--- config.mk ---
export PLATFORM = sky130hd
export DESIGN_NAME = lf_pipelined_subtractor
export DESIGN_NICKNAME = d
export VERILOG_FILES = /design/src/rtl/lf_pipelined_subtractor.sv
export SDC_FILE = /design/constraint.sdc
export NUM_CORES = 1
export LEC_CHECK = 0
export BUFFER_PORTS_ARGS = -buffer_cell sky130_fd_sc_hd__buf_4
export CAP_MARGIN = 20
export CORE_MARGIN = 5
export CORE_UTILIZATION = 40
export CTS_CLUSTER_DIAMETER = 60
export CTS_CLUSTER_SIZE = 28
export DETAILED_ROUTE_END_ITERATION = 6
export PLACE_DENSITY = 0.65
export SYNTH_ARGS = -nofsm -noshare
export SYNTH_HDL_FRONTEND = slang
export SYNTH_SLANG_ARGS = --single-unit
--- constraint.sdc ---
create_clock -name clk -period 8.6 [get_ports clk]
set_clock_uncertainty 0.15 [all_clocks]
set_input_delay 1.72 -clock clk [delete_from_list [all_inputs] [get_ports clk]]
set_output_delay 1.72 -clock clk [all_outputs]
set_load 0.005 [all_outputs]
--- src/rtl/lf_pipelined_subtractor.sv ---
// lf_pipelined_subtractor
//   Pipelined Ladner-Fischer prefix subtractor on a valid/ready stream.
//   Computes diff = a - b - bin (mod 2^WIDTH) as a + ~b + ~bin through a
//   prefix tree, with PIPE register cuts spread evenly over the tree levels.
//   It also produces the unsigned borrow-out and the signed overflow flag.
//
// Parameters
//   WIDTH  operand/result width (>= 2)
//   PIPE   register cuts inside the prefix tree, 0..clog2(WIDTH)
//
// Ports
//   clk        clock, rising edge
//   rst        asynchronous active-high reset
//   in_valid   operand beat valid
//   in_ready   block accepts a beat this cycle
//   a, b, bin  minuend, subtrahend, borrow-in
//   out_valid  result beat valid
//   out_ready  sink accepts the result this cycle
//   diff       a - b - bin mod 2^WIDTH
//   bout       borrow-out (unsigned a < b + bin)
//   ovf        signed overflow
//
// Pipeline: input reg -> PIPE tree-level regs -> output reg, latency PIPE+1.
// A single global enable advances every stage, so bubbles are kept and order is FIFO.
module lf_pipelined_subtractor #(
    parameter int unsigned WIDTH = 22,
    parameter int unsigned PIPE  = 2
) (
    input  logic             clk,
    input  logic             rst,
    input  logic             in_valid,
    output logic             in_ready,
    input  logic [WIDTH-1:0] a,
    input  logic [WIDTH-1:0] b,
    input  logic             bin,
    output logic             out_valid,
    input  logic             out_ready,
    output logic [WIDTH-1:0] diff,
    output logic             bout,
    output logic             ovf
);

    localparam int unsigned LEVELS = $clog2(WIDTH);

    if ((PIPE > LEVELS) || (WIDTH < 2)) begin : g_bad_params
        $error("lf_pipelined_subtractor: need WIDTH >= 2 and PIPE <= clog2(WIDTH)");
    end

    // First tree level handled by segment s; segment s covers [seg_lo(s), seg_lo(s+1)).
    // The last segment always gets at least one level.
    function automatic int unsigned seg_lo(input int unsigned s);
        return (s * LEVELS) / (PIPE + 1);
    endfunction

    // Stage s register (s = 0 is the input register, s >= 1 the tree cuts).
    // g_q/p_q: group generate/propagate so far; x_q: raw per-bit propagate kept
    // for the final sum; cin_q: inverted borrow-in; sgn_q: sign of a.
    logic             v_q   [PIPE+1];
    logic [WIDTH-1:0] g_q   [PIPE+1];
    logic [WIDTH-1:0] p_q   [PIPE+1];
    logic [WIDTH-1:0] x_q   [PIPE+1];
    logic             cin_q [PIPE+1];
    logic             sgn_q [PIPE+1];

    logic             out_valid_q;
    logic [WIDTH-1:0] diff_q;
    logic             bout_q;
    logic             ovf_q;

    // Combinational result of each tree segment, consumed by the next register.
    logic [WIDTH-1:0] seg_g [PIPE+1];
    logic [WIDTH-1:0] seg_p [PIPE+1];

    logic             en;
    logic [WIDTH-1:0] carry;
    logic [WIDTH-1:0] diff_d;
    logic             bout_d;
    logic             ovf_d;

    assign en = !out_valid_q || out_ready;

    // Sklansky-style LF tree, evaluated in place: at level l, bit i (bit l set)
    // absorbs the group ending at j = (i with low l+1 bits cleared) + 2^l - 1,
    // whose bit l is clear, so j is never updated in the same level.
    always_comb begin : tree_comb
        logic [WIDTH-1:0] gt;
        logic [WIDTH-1:0] pt;
        int unsigned      j;
        gt = '0;
        pt = '0;
        j  = 0;
        for (int unsigned s = 0; s <= PIPE; s++) begin
            gt = g_q[s];
            pt = p_q[s];
            // Fold the carry-in into bit 0 so every group G[i:0] is a true carry-out.
            if (s == 0) begin
                gt[0] = g_q[0][0] | (p_q[0][0] & cin_q[0]);
            end
            for (int unsigned l = 0; l < LEVELS; l++) begin
                if ((l >= seg_lo(s)) && (l < seg_lo(s + 1))) begin
                    for (int unsigned i = 0; i < WIDTH; i++) begin
                        if (((i >> l) & 32'd1) != 0) begin
                            j     = ((i >> l) << l) - 1;
                            gt[i] = gt[i] | (pt[i] & gt[j]);
                            pt[i] = pt[i] & pt[j];
                        end
                    end
                end
            end
            seg_g[s] = gt;
            seg_p[s] = pt;
        end
    end

    // Sum and flags. carry[i] is the carry into bit i; a carry-out of the
    // a + ~b + ~bin sum means no borrow. a and b differ in sign iff x[W-1] = 0.
    always_comb begin
        carry  = {seg_g[PIPE][WIDTH-2:0], cin_q[PIPE]};
        diff_d = x_q[PIPE] ^ carry;
        bout_d = ~seg_g[PIPE][WIDTH-1];
        ovf_d  = ~x_q[PIPE][WIDTH-1] & (diff_d[WIDTH-1] ^ sgn_q[PIPE]);
    end

    always_ff @(posedge clk or posedge rst) begin
        if (rst) begin
            for (int unsigned s = 0; s <= PIPE; s++) begin
                v_q[s]   <= 1'b0;
                g_q[s]   <= '0;
                p_q[s]   <= '0;
                x_q[s]   <= '0;
                cin_q[s] <= 1'b0;
                sgn_q[s] <= 1'b0;
            end
            out_valid_q <= 1'b0;
            diff_q      <= '0;
            bout_q      <= 1'b0;
            ovf_q       <= 1'b0;
        end else if (en) begin
            v_q[0] <= in_valid;
            if (in_valid) begin
                // p_q[0] and x_q[0] hold the same value; only x travels unmodified.
                p_q[0]   <= a ^ ~b;
                x_q[0]   <= a ^ ~b;
                g_q[0]   <= a & ~b;
                cin_q[0] <= ~bin;
                sgn_q[0] <= a[WIDTH-1];
            end
            for (int unsigned s = 1; s <= PIPE; s++) begin
                v_q[s] <= v_q[s-1];
                if (v_q[s-1]) begin
                    g_q[s]   <= seg_g[s-1];
                    p_q[s]   <= seg_p[s-1];
                    x_q[s]   <= x_q[s-1];
                    cin_q[s] <= cin_q[s-1];
                    sgn_q[s] <= sgn_q[s-1];
                end
            end
            out_valid_q <= v_q[PIPE];
            if (v_q[PIPE]) begin
                diff_q <= diff_d;
                bout_q <= bout_d;
                ovf_q  <= ovf_d;
            end
        end
    end

    assign in_ready  = en;
    assign out_valid = out_valid_q;
    assign diff      = diff_q;
    assign bout      = bout_q;
    assign ovf       = ovf_q;

endmodule

; ---- Word-level counts from Yosys, hierarchy flattened
; Index checks and enable logic that the tools add are counted.
[word_totals]
reg_bits = 210
inputBits = 49
out_inout_bits = 26
wordCells = 159
[op_classes]
bitwise = 132
n_reduce_logical = 6
[ops]
columns = operator, n
row1 = $and 1x1->1, 78
row2 = $or 1x1->1, 46
row3 = $xor 22x22->22, 2
row4 = $and 22x22->22, 1
row5 = $not 22->22, 1
row6 = $reduce_and 2->1, 4
row7 = $not 1->1, 3
row8 = $logic_not 1->1, 1
row9 = $logic_or 1x1->1, 1
row10 = $xor 1x1->1, 1

; ---- Depth between registers and ports, before layout
; Gate-level depths: netlist of the first run.
[depth]
depth_word = 7
ltp_mapped = 7
mapped_depth_nobuf = 5

; ---- Worst setup path before layout of the first run
; No wires, ideal clock.
[synth_path]
path_type = input -> output
startpoint = input port out_ready
endpoint = output port in_ready
arrival_time_ns = 1.939
required_ns = 6.730
slack_ns = 4.791
stages = 2
path_buffers = 0
path_cell_list = nor2b_4 > inv_6
[synth_between]
elab_chain_cells = 1
[synth_lines]
columns = item, line_no
row1 = start: declaration, 37  ; input logic out_ready,
row2 = $logic_or 1x1->1, 80  ; assign en = !out_valid_q || out_ready;
row3 = end: declaration, 32  ; output logic in_ready,
; No other way between the ends.

; ---- Worst setup path after layout of the first run
; Same ends and word-level chain as after synthesis.

==> impl_results.md, run 1 <==
- Status: complete, no violations
- Power Dens Cells: 346 nW/µm²
- H-tree depth: 4
- Endpoint type of the worst setup path: primary output
- RSZ-0062 raised after global routing: no
- Seq cells post-synth: 188
- Setup Buffers After CTS: 0
- Final setup fails: 0
- VDD IR-drop max: 179 µV
- Final Cycle Share: 0.478
- DIE HEIGHT: around 150 µm
- Final nets: 821
- Post-synth EDFFs: 0
- Worst hold path class: reg -> reg
- DRC Markers: 0
- Clock tree buffer depth: 2
- Final setup margin: 4.49 ns
- Distinct cells, synth: 30
- Total power: 0.00316 W
- Final cell count without fillers: 1,026
- Critical path data required time: 6.73 ns
- Root buf cell: clkbuf_16
- Commonest cells after routing, fill and taps aside: dfrtp_1 (188), nand2_1 (178), buf_4 (78)
- Max Cap Viol: 0
- Initial Utilization: 0.405
- Initial antenna violation count: 0
- Static Leak: 4.52 nW
- Met3 Usage GRT: 0.0289
- Critical Path Most Common Cell: buf_4
- Top Usage Layer GRT: met1
- Drt wl/cell: approximately 14 µm
- Via count: about 4,700
- Gr usage total: 0.135
- Count of final hold-check violations: 0
- Slew margin rel.: 0.456
- DP Cell Count: slightly below 1,000
- PostCTS Resize Cnt: 0
- Layout cells sized above 1: 0.259
- Clock transition at path regs: 0.06 ns
- Met1 usage in global routing: 0.217
- Fin crit period: 4.11 ns
- Largest net degree at the start of global routing: 95
- Setup TNS: 0 ns
- Post-Syn Area: about 7900 µm²
- Clk sinks: 188
- TritonCTS Buffers: 17
- CP max stage cell: nor2b_4
- Worst setup SP type: primary input
- Most common cell after layout, fill and taps aside: dfrtp_1
- Total gr overflow: 0
- Post-synth top flop: dfrtp_1
- Die Wd: 150 µm
- Drt initial violations: 411
- Slew at the pin closest to its max-slew limit: 0.815 ns
- Layout fillers: roughly 1,800
- Clock latency at the later pin of the worst-skew pair: between 0.4 and 0.5 ns
- Met2 Track Usage GR: 0.181
- IO Pins: 75
- Final design utilization: 0.471
- Setup WS pre-CTS: 4.49 ns
- Synth-to-layout area growth: 16.3%
- Kind of critical path: in -> out
- Cells after synthesis: roughly 700
- CTS tree: built
- Row count: 51
- Number of port buffers: 74
- Highest Clock Rate: 243 MHz
- Post-detail-place hpwl: 9.77 mm
- Vias in the first global route: 4,768
- Critical Path AT: 2.24 ns
- Antenna Nets Post-Route: 0
- Crit path largest cell delay: 0.18 ns
- GP Congestion: 0.715
- Average size of a mapped cell: 11.5 µm²
- Syn_nets: roughly 760
- Antenna diodes: 0
- Drt via density: 4.58
- Async set-or-reset flop fraction in the synthesized netlist: 1.00
- CP cell instances: buf_4 -> nor2b_4 -> inv_6 -> buf_4
- Die area: 22,600 µm²
- Sequential-to-total area share from yosys stat: 0.599
- DRT Pass-1 Iters: 4
- First-pass GRT wire length: 24.5 mm
- Yosys warning total: 0
- Final slew viol count: 0
- Core area: 19,400 µm²
- Final wirelength: 14.1 mm
- CP max FO: 7
- Cts hold-fix bufs: 0
==> cell type report <==
type	instances	area, µm²	share of cell area
sequential	188	4700	0.515
tap	265	332	0.0363
inverter	24	100	0.0110
timing repair buffer	78	586	0.0641
clock inverter	13	135	0.0148
clock buffer	19	433	0.0474
multi-input combinational	439	2850	0.312
==> worst paths after layout <==
path	slack, ns	cells past startpoint	endpoint	from
max in group asynchronous	5.24	4	g_q[9]$_DFFE_PP0P_	rst
worst max register to register	6.64	6	p_q[14]$_DFFE_PP0P_	out_valid$_DFFE_PP0N_
min in group asynchronous	1.30	2	diff[3]$_DFFE_PP0P_	rst
worst min register to register	0.31	2	p_q[0]$_DFFE_PP0P_	p_q[22]$_DFFE_PP0P_
worst max-delay path	4.49	4	in_ready	out_ready
worst min-delay path	0.31	2	p_q[0]$_DFFE_PP0P_	p_q[22]$_DFFE_PP0P_
==> logic make-up (layout without fill, tap and decap cells) <==
family | count (synthesis) | count (layout) | synth area share
AOI/OAI and AO/OA | 100 | 100 | 0.0689
xor gates and xnor gates | 21 | 21 | 0.0234
adders and majority gates | 24 | 24 | 0.0382
buffers and inverters | 55 | 134 | 0.0393
DFF | 188 | 188 | 0.599
muxes | 81 | 81 | 0.124
and+or+nand+nor | 213 | 213 | 0.107
==> critical path: cells and delay by family <==
| family | cells | cell delay [ns] |
|---|---|---|
| buffers and inverters | 3 | 0.34 |
| and+or+nand+nor | 1 | 0.18 |
==> through the flow <==
stage	hold WS, ns	area, µm²
after global placement	0.297	8570
after global routing	0.339	9140
after CTS	0.317	9140
after floorplan	0.282	7860
final	0.314	9140
after detailed placement	0.302	8570
==> metal layers <==
metal,vias up,part of all wire
met5,-,0
met4,0,0.014
met3,17,0.033
met2,78,0.41
met1,2204,0.54
li1,2396,-
==> flip-flops by register name (all words and copies together), names as in the netlist <==
name       count
x_q           30
g_q           58
v_q            3
bout           1
cin_q          2
diff          22
ovf            1
sgn_q          3
out_valid      1
carry          9
p_q           58
==> Yosys cell counts, types with 2 or more instances <==
library cell / n / share of area
xor2_1: 13 / 0.014
nand3_1: 8 / 0.0051
nor2_1: 19 / 0.0091
ha_1: 24 / 0.038
mux2_2: 64 / 0.092
o21ai_0: 51 / 0.032
a21oi_1: 35 / 0.022
inv_1: 23 / 0.011
buf_4: 9 / 0.0086
buf_2: 12 / 0.0076
a22o_1: 2 / 0.0022
buf_6: 5 / 0.0072
mux2_4: 17 / 0.032
dfrtp_1: 188 / 0.60
o2bb2ai_1: 2 / 0.0022
nand2_1: 179 / 0.085
nand2_4: 2 / 0.0029
a21o_1: 7 / 0.0067
clkbuf_1: 4 / 0.0019
xnor2_1: 8 / 0.0089
==> power breakdown <==
part	switching, W	internal, W
clock network	0.000336	0.000407
registers	0.000265	0.00125
logic	0.000454	0.000451
total	0.00106	0.00211
No activity file was read; power rests on OpenSTA's default activity.
==> run 2, diff against run 1 <==
--- a/config.mk
+++ b/config.mk
@@ -12,7 +12,7 @@
 export CTS_CLUSTER_DIAMETER = 60
 export CTS_CLUSTER_SIZE = 28
 export DETAILED_ROUTE_END_ITERATION = 6
-export PLACE_DENSITY = 0.65
+export PLACE_DENSITY = 0.67
 export SYNTH_ARGS = -nofsm -noshare
 export SYNTH_HDL_FRONTEND = slang
 export SYNTH_SLANG_ARGS = --single-unit
==> constraint.sdc (replaced) <==
create_clock -name clk -period 3.65 [get_ports clk]
set_clock_uncertainty 0.15 [all_clocks]
set_input_delay 0.73 -clock clk [delete_from_list [all_inputs] [get_ports clk]]
set_output_delay 0.73 -clock clk [all_outputs]
set_load 0.005 [all_outputs]
==> run 2 against run 1 <==
Setup slack got worse by 3.0 ns. Register-to-register slack got worse by 5.0 ns. First-iteration DRC count decreased by 19%. Sequential cell count unchanged. Largest cell class unchanged. Largest power group unchanged.
==> impl_results.md, run 2 (synthesis gave the netlist of run 1 again) <==
- Status: complete, no violations
- Slew margin rel.: 0.350
- Initial antenna violation count: 0
- Final wirelength: about 14 mm
- Die Wd: 150 µm
- Highest Clock Rate: 472 MHz
- Die area: ~23,000 µm²
- Static Leak: 4.56 nW
- Core area: 19,400 µm²
- Total gr overflow: 0
- Row count: 51
- H-tree depth: 4
- DIE HEIGHT: 150 µm
- Drt wl/cell: 13.8 µm
- Clock latency at the later pin of the worst-skew pair: between 0.4 and 0.5 ns
- CP max FO: 7
- Worst Setup EP: in_ready
- DRT Pass-1 Iters: 4
- Clock transition at path regs: 0.07 ns
- Setup TNS: 0 ns
- Final slew viol count: 0
- Drt via density: 4.62
- Setup Buffers After CTS: 0
- Cts hold-fix bufs: 0
- Endpoint type of the worst setup path: primary output
- Synth-to-layout area growth: 17.1%
- Critical Path AT: ~1.2 ns
- Initial Utilization: 0.405
- Clock tree buffer depth: 2
- Final design utilization: 0.475
- Power Dens Cells: 825 nW/µm²
- Max Cap Viol: 0
- IO Pins: 75
- Post-detail-place hpwl: around 9.7 mm
- Worst R2R Path Depth: 4
- Critical path data required time: approximately 2.8 ns
- Root buf cell: clkbuf_16
- R2R Setup Slk: approximately 1.7 ns
- CTS tree: built
- Worst hold margin: 0.318 ns
- Final setup fails: 0
- Kind of critical path: in -> out
- Setup WS pre-CTS: 1.23 ns
- DRC Markers: 0
- Drt initial violations: between 300 and 400
- Layout cells sized above 1: 0.263
- Commonest cells after routing, fill and taps aside: dfrtp_1 (188), nand2_1 (178), buf_4 (81)
- Worst hold path class: reg -> reg
- Number of port buffers: 74
- Hold path startpoint: p_q[38]$_DFFE_PP0P_
- Final setup margin: 1.53 ns
- Total power: 0.00760 W
- TritonCTS Buffers: 17
- First-pass GRT wire length: 24.4 mm
- Largest net degree at the start of global routing: about 190
- Slew at the pin closest to its max-slew limit: ~1 ns
- VDD IR-drop max: 412 µV
- GP Congestion: 0.754
- Fin crit period: 2.12 ns
- Worst R2R Start: out_valid$_DFFE_PP0N_
- PostCTS Resize Cnt: 0
- Top Registers: g_q: 58 flops, p_q: 58 flops, x_q: 30 flops
- Vias in the first global route: 4,748
- Via count: 4,750
- Worst setup SP type: primary input
- R2R Path End: x_q[43]$_DFFE_PP0P_
- Final Cycle Share: 0.580
- Clk sinks: 188
- Worst setup startpoint: out_ready
- Most common cell after layout, fill and taps aside: dfrtp_1
- Antenna diodes: 0
- Gr usage total: 0.134
- Final nets: approximately 830
- Antenna Nets Post-Route: 0
- RSZ-0062 raised after global routing: no
- Count of final hold-check violations: 0
==> run 2: cell count changes in the layout (fill, tap and decap cells not counted) <==
cell | before | now
buf_12 | 0 | 1
buf_4 | 78 | 81
bufinv_16 | 1 | 3
clkbuf_1 | 2 | 1
clkinv_2 | 0 | 2
clkinv_4 | 3 | 2
inv_6 | 5 | 4
inv_8 | 2 | 0
==> run 2: power by group <==
part | total, W | internal, W | switching [W]
Sequential | 0.00357 | 0.00294 | 0.000622
Combinational | 0.00218 | 0.00110 | 0.00108
Clock | 0.00185 | 0.00108 | 0.000772
==> run 2: cell type report <==
class / instances / area, µm²
clock buffers: 18 / 429
clock inverters: 13 / 166
fillers: 1792 / 10200
inverters: 24 / 98.8
multi-input cells: 439 / 2850
flip-flops and latches: 188 / 4700
well taps: 265 / 332
repair buffers: 82 / 628
==> run 2: how the worst min path moves through the flow <==
stage / to / slack, ns / depth (start not counted)
floorplan: g_q[8]$_DFFE_PP0P_ / 0.28 / 2
global placement: p_q[8]$_DFFE_PP0P_ / 0.30 / 2
detailed placement: p_q[18]$_DFFE_PP0P_ / 0.31 / 2
CTS: p_q[16]$_DFFE_PP0P_ / 0.32 / 2
global route: p_q[13]$_DFFE_PP0P_ / 0.34 / 1
finish: p_q[16]$_DFFE_PP0P_ / 0.32 / 2
==> run 2: critical path: stages <==
cell,delay [ns]
buf_4,0.12
nor2b_4,0.17
inv_6,0.07
buf_4,0.14
==> run 2: through the flow <==
| step | std cells | area, µm² |
|---|---|---|
| after detailed placement | 998 | 8610 |
| after floorplan | 682 | 7860 |
| after global placement | 998 | 8610 |
| after global routing | 1029 | 9210 |
| after CTS | 1029 | 9210 |
| final | 1029 | 9210 |
==> run 2: layer usage <==
layer / wire [µm] / track usage / vias to the layer above / part of all wire
met4: 141 / 0.0412 / 0 / 0.0099
met5: 0 / 0 / - / 0
li1: - / - / 2400 / -
met1: 7900 / 0.218 / 2252 / 0.56
met3: 396 / 0.0235 / 10 / 0.028
met2: 5800 / 0.180 / 88 / 0.41
==> run 3, diff against run 2 <==
--- a/config.mk
+++ b/config.mk
@@ -5,6 +5,7 @@
 export SDC_FILE = /design/constraint.sdc
 export NUM_CORES = 1
 export LEC_CHECK = 0
+export ABC_AREA = 1
 export BUFFER_PORTS_ARGS = -buffer_cell sky130_fd_sc_hd__buf_4
 export CAP_MARGIN = 20
 export CORE_MARGIN = 5
==> constraint.sdc (replaced) <==
create_clock -name clk -period 1.81 [get_ports clk]
set_clock_uncertainty 0.15 [all_clocks]
set_input_delay 0.362 -clock clk [delete_from_list [all_inputs] [get_ports clk]]
set_output_delay 0.362 -clock clk [all_outputs]
set_load 0.005 [all_outputs]
==> run 3 against run 2 <==
Setup slack worse by 1.5 ns. Register-to-register slack got worse by 1.4 ns. Sequential power grew 94%. Clock-buffer cell count grew 9. Total power is 100% higher. Clock power is 100% higher. Critical path depth fell by 1. Largest power group unchanged.
==> impl_results.md, run 3 <==
- Layout cells sized above 1: 0.152
- Seq cells post-synth: 188
- Root buf cell: clkbuf_16
- Clock tree buffer depth: 2
- Largest net degree at the start of global routing: 54
- Final design utilization: 0.492
- Worst hold path class: in -> reg
- Hold path startpoint: a[21]
- Commonest cells after routing, fill and taps aside: nand2_1 (274), dfrtp_1 (188), buf_4 (85)
- Clk sinks: 188
- H-tree depth: 4
- Final slew viol count: 0
- Post-route cell area: 9570 µm²
- Post-detail-place hpwl: around 12 mm
- Initial Utilization: 0.406
- Slew margin rel.: 0.643
- R2R Path End: g_q[14]$_DFFE_PP0P_
- Endpoint type of the worst setup path: primary output
- Status: complete, no violations
- Simple-Gate Fraction of Synth Area: 0.181
- Drt wl/cell: between 10 and 15 µm
- Final setup fails: 0
- Most common cell after layout, fill and taps aside: nand2_1
- Setup WS pre-CTS: 0.209 ns
- VDD IR-drop max: 992 µV
- Fin crit period: 1.73 ns
- DRC Markers: 0
- Post-synthesis mux area share: 0
- Drt initial violations: 422
- Count of final hold-check violations: 0
- Complex-gate fraction of the synthesized area: 0.104
- Cells after synthesis: around 860
- Top cells by count, synth: nand2_1 (275), dfrtp_1 (188), inv_1 (82), o21ai_0 (75), a21oi_1 (48)
- Async set-or-reset flop fraction in the synthesized netlist: 1.00
- DIE HEIGHT: about 150 µm
- DRT Pass-1 Iters: 5
- Slew at the pin closest to its max-slew limit: 0.536 ns
- Top Registers: g_q: 58 flops, p_q: 58 flops, x_q: 30 flops
- Dpl cell area: between 8000 and 9000 µm²
- Average size of a mapped cell: 9.15 µm²
- Syn_nets: 936
- XOR/XNOR Fraction of Synth Area: 0.0122
- Highest Clock Rate: 578 MHz
- WHS Path Cells: 3
- Setup TNS: 0 ns
- Max Cap Viol: 0
- Die area: 22,600 µm²
- TritonCTS Buffers: 17
- Antenna diodes: 0
- Synth-to-layout area growth: 21.2%
- Kind of critical path: reg -> out
- Worst R2R Start: g_q[31]$_DFFE_PP0P_
- CTS tree: built
- Row count: 51
- Final wirelength: 16.2 mm
- Number of port buffers: 74
- Total gr overflow: 0
- Worst R2R Path Depth: 4
- Total power: 0.0155 W
- Final setup margin: 0.0796 ns
- Core area: 19,500 µm²
- R2R Setup Slk: 0.30 ns
- Static Leak: 4.92 nW
- Post-synth top area cell: dfrtp_1
- Via count: 5,722
- Largest family of logic cells by synthesized area: simple AND/OR/NAND/NOR gates
- Final Cycle Share: 0.956
- Post-synth top flop: dfrtp_1
- Clock transition at path regs: 0.06 ns
- Yosys warning total: 0
- Antenna Nets Post-Route: 0
- Final nets: around 1,000
- Critical Path AT: about 1.2 ns
- Critical path data required time: 1.30 ns
- Post-synth EDFFs: 0
- Synth Area in Adders: 0.0380
- GP Congestion: 0.761
- Gr usage total: 0.154
- Synth top area share: 0.596
- Ranking of synthesized cells by area: dfrtp_1 (60%), nand2_1 (13%), o21ai_0 (4.8%), inv_1 (3.9%), ha_1 (3.8%)
- Post-Syn Area: approximately 7900 µm²
- Vias in the first global route: 5,575
- Die Wd: 150 µm
- RSZ-0062 raised after global routing: no
- Distinct cells, synth: 21
- Clock latency at the later pin of the worst-skew pair: roughly 0.42 ns
- Cell with the most instances after synthesis: nand2_1
- IO Pins: 75
- Hold EP: sgn_q[2]$_DFFE_PP0P_
- First-pass GRT wire length: 27.9 mm
- Initial antenna violation count: 0
- Worst setup SP type: flop
- CP max FO: 14
- Layout fillers: 1,828
- Sequential-to-total area share from yosys stat: 0.596
- Drt via density: 4.68
- Power Dens Cells: 1620 nW/µm²
[run 3: changes by cell type after synthesis, moves of 11 or more]
cell     delta
a21oi_1    +13
buf_2      +15
inv_1      +59
mux2_2     -64
mux2_4     -17
nand2_1    +96
nand3_1    +32
nor2_1     +15
o21ai_0    +24
o21ai_1    +26
xor2_1     -11
[run 3: layout make-up]
cell class / count / area (µm²) / area share
sequential: 188 / 4700 / 0.492
tap: 265 / 332 / 0.0347
multi-input combinational: 551 / 2650 / 0.277
timing repair buffer: 102 / 953 / 0.0996
clock inverter: 5 / 78.8 / 0.00824
clock buffer: 27 / 523 / 0.0547
inverter: 85 / 323 / 0.0337
[run 3: cells by family after synthesis]
logic type / count (synthesis)
XOR/XNOR: 11
AO/OA/AOI/OAI: 159
buffers and inverters: 124
adder cells (fa/ha/maj): 24
AND/OR/NAND/NOR: 357
flip-flops: 188
[run 3: metal layers]
| layer | vias up | wire length (µm) | track usage |
|---|---|---|---|
| met5 | - | 0 | 0 |
| met4 | 0 | 252 | 0.0526 |
| met3 | 16 | 545 | 0.0247 |
| met2 | 120 | 7010 | 0.219 |
| met1 | 2684 | 8430 | 0.238 |
| li1 | 2902 | - | - |
[run 3: power breakdown]
part / internal, W / switching, W
Combinational: 0.00208 / 0.00281
Clock: 0.00226 / 0.00148
Sequential: 0.00589 / 0.00102
[run 3: worst max path at each step]
stage,from,end,slack (ns)
2_1_floorplan,rst,bout$_DFFE_PP0P_,-1.12
3_3_place_gp,out_ready,g_q[62]$_DFFE_PP0P_,0.26
3_5_place_dp,out_ready,g_q[58]$_DFFE_PP0P_,0.21
4_1_cts,out_valid$_DFFE_PP0N_,in_ready,0.004
5_1_grt,out_valid$_DFFE_PP0N_,in_ready,0.03
6_report,out_valid$_DFFE_PP0N_,in_ready,0.08
[run 3: timing repair]
item	CTS	global route
endpoints found under the hold margin	90	0
endpoints found under the setup margin	1	1
hold buffers	2	0
pin swaps	0	1
resized for setup	2	1
setup buffers	0	1
[run 3: worst max-delay path: stages, from the launching register on]
cell     delay (ns)
dfrtp_1        0.41
nand2_4        0.10
buf_8          0.16
buf_4          0.12
[run 3: per-stage QoR]
step | instances | hold slack (ns)
2_1_floorplan | 863 | 0.287
3_5_place_dp | 1188 | 0.146
5_1_grt | 1223 | 0.0807
3_3_place_gp | 1188 | 0.145
6_report | 1223 | 0.0613
4_1_cts | 1222 | 0.0440
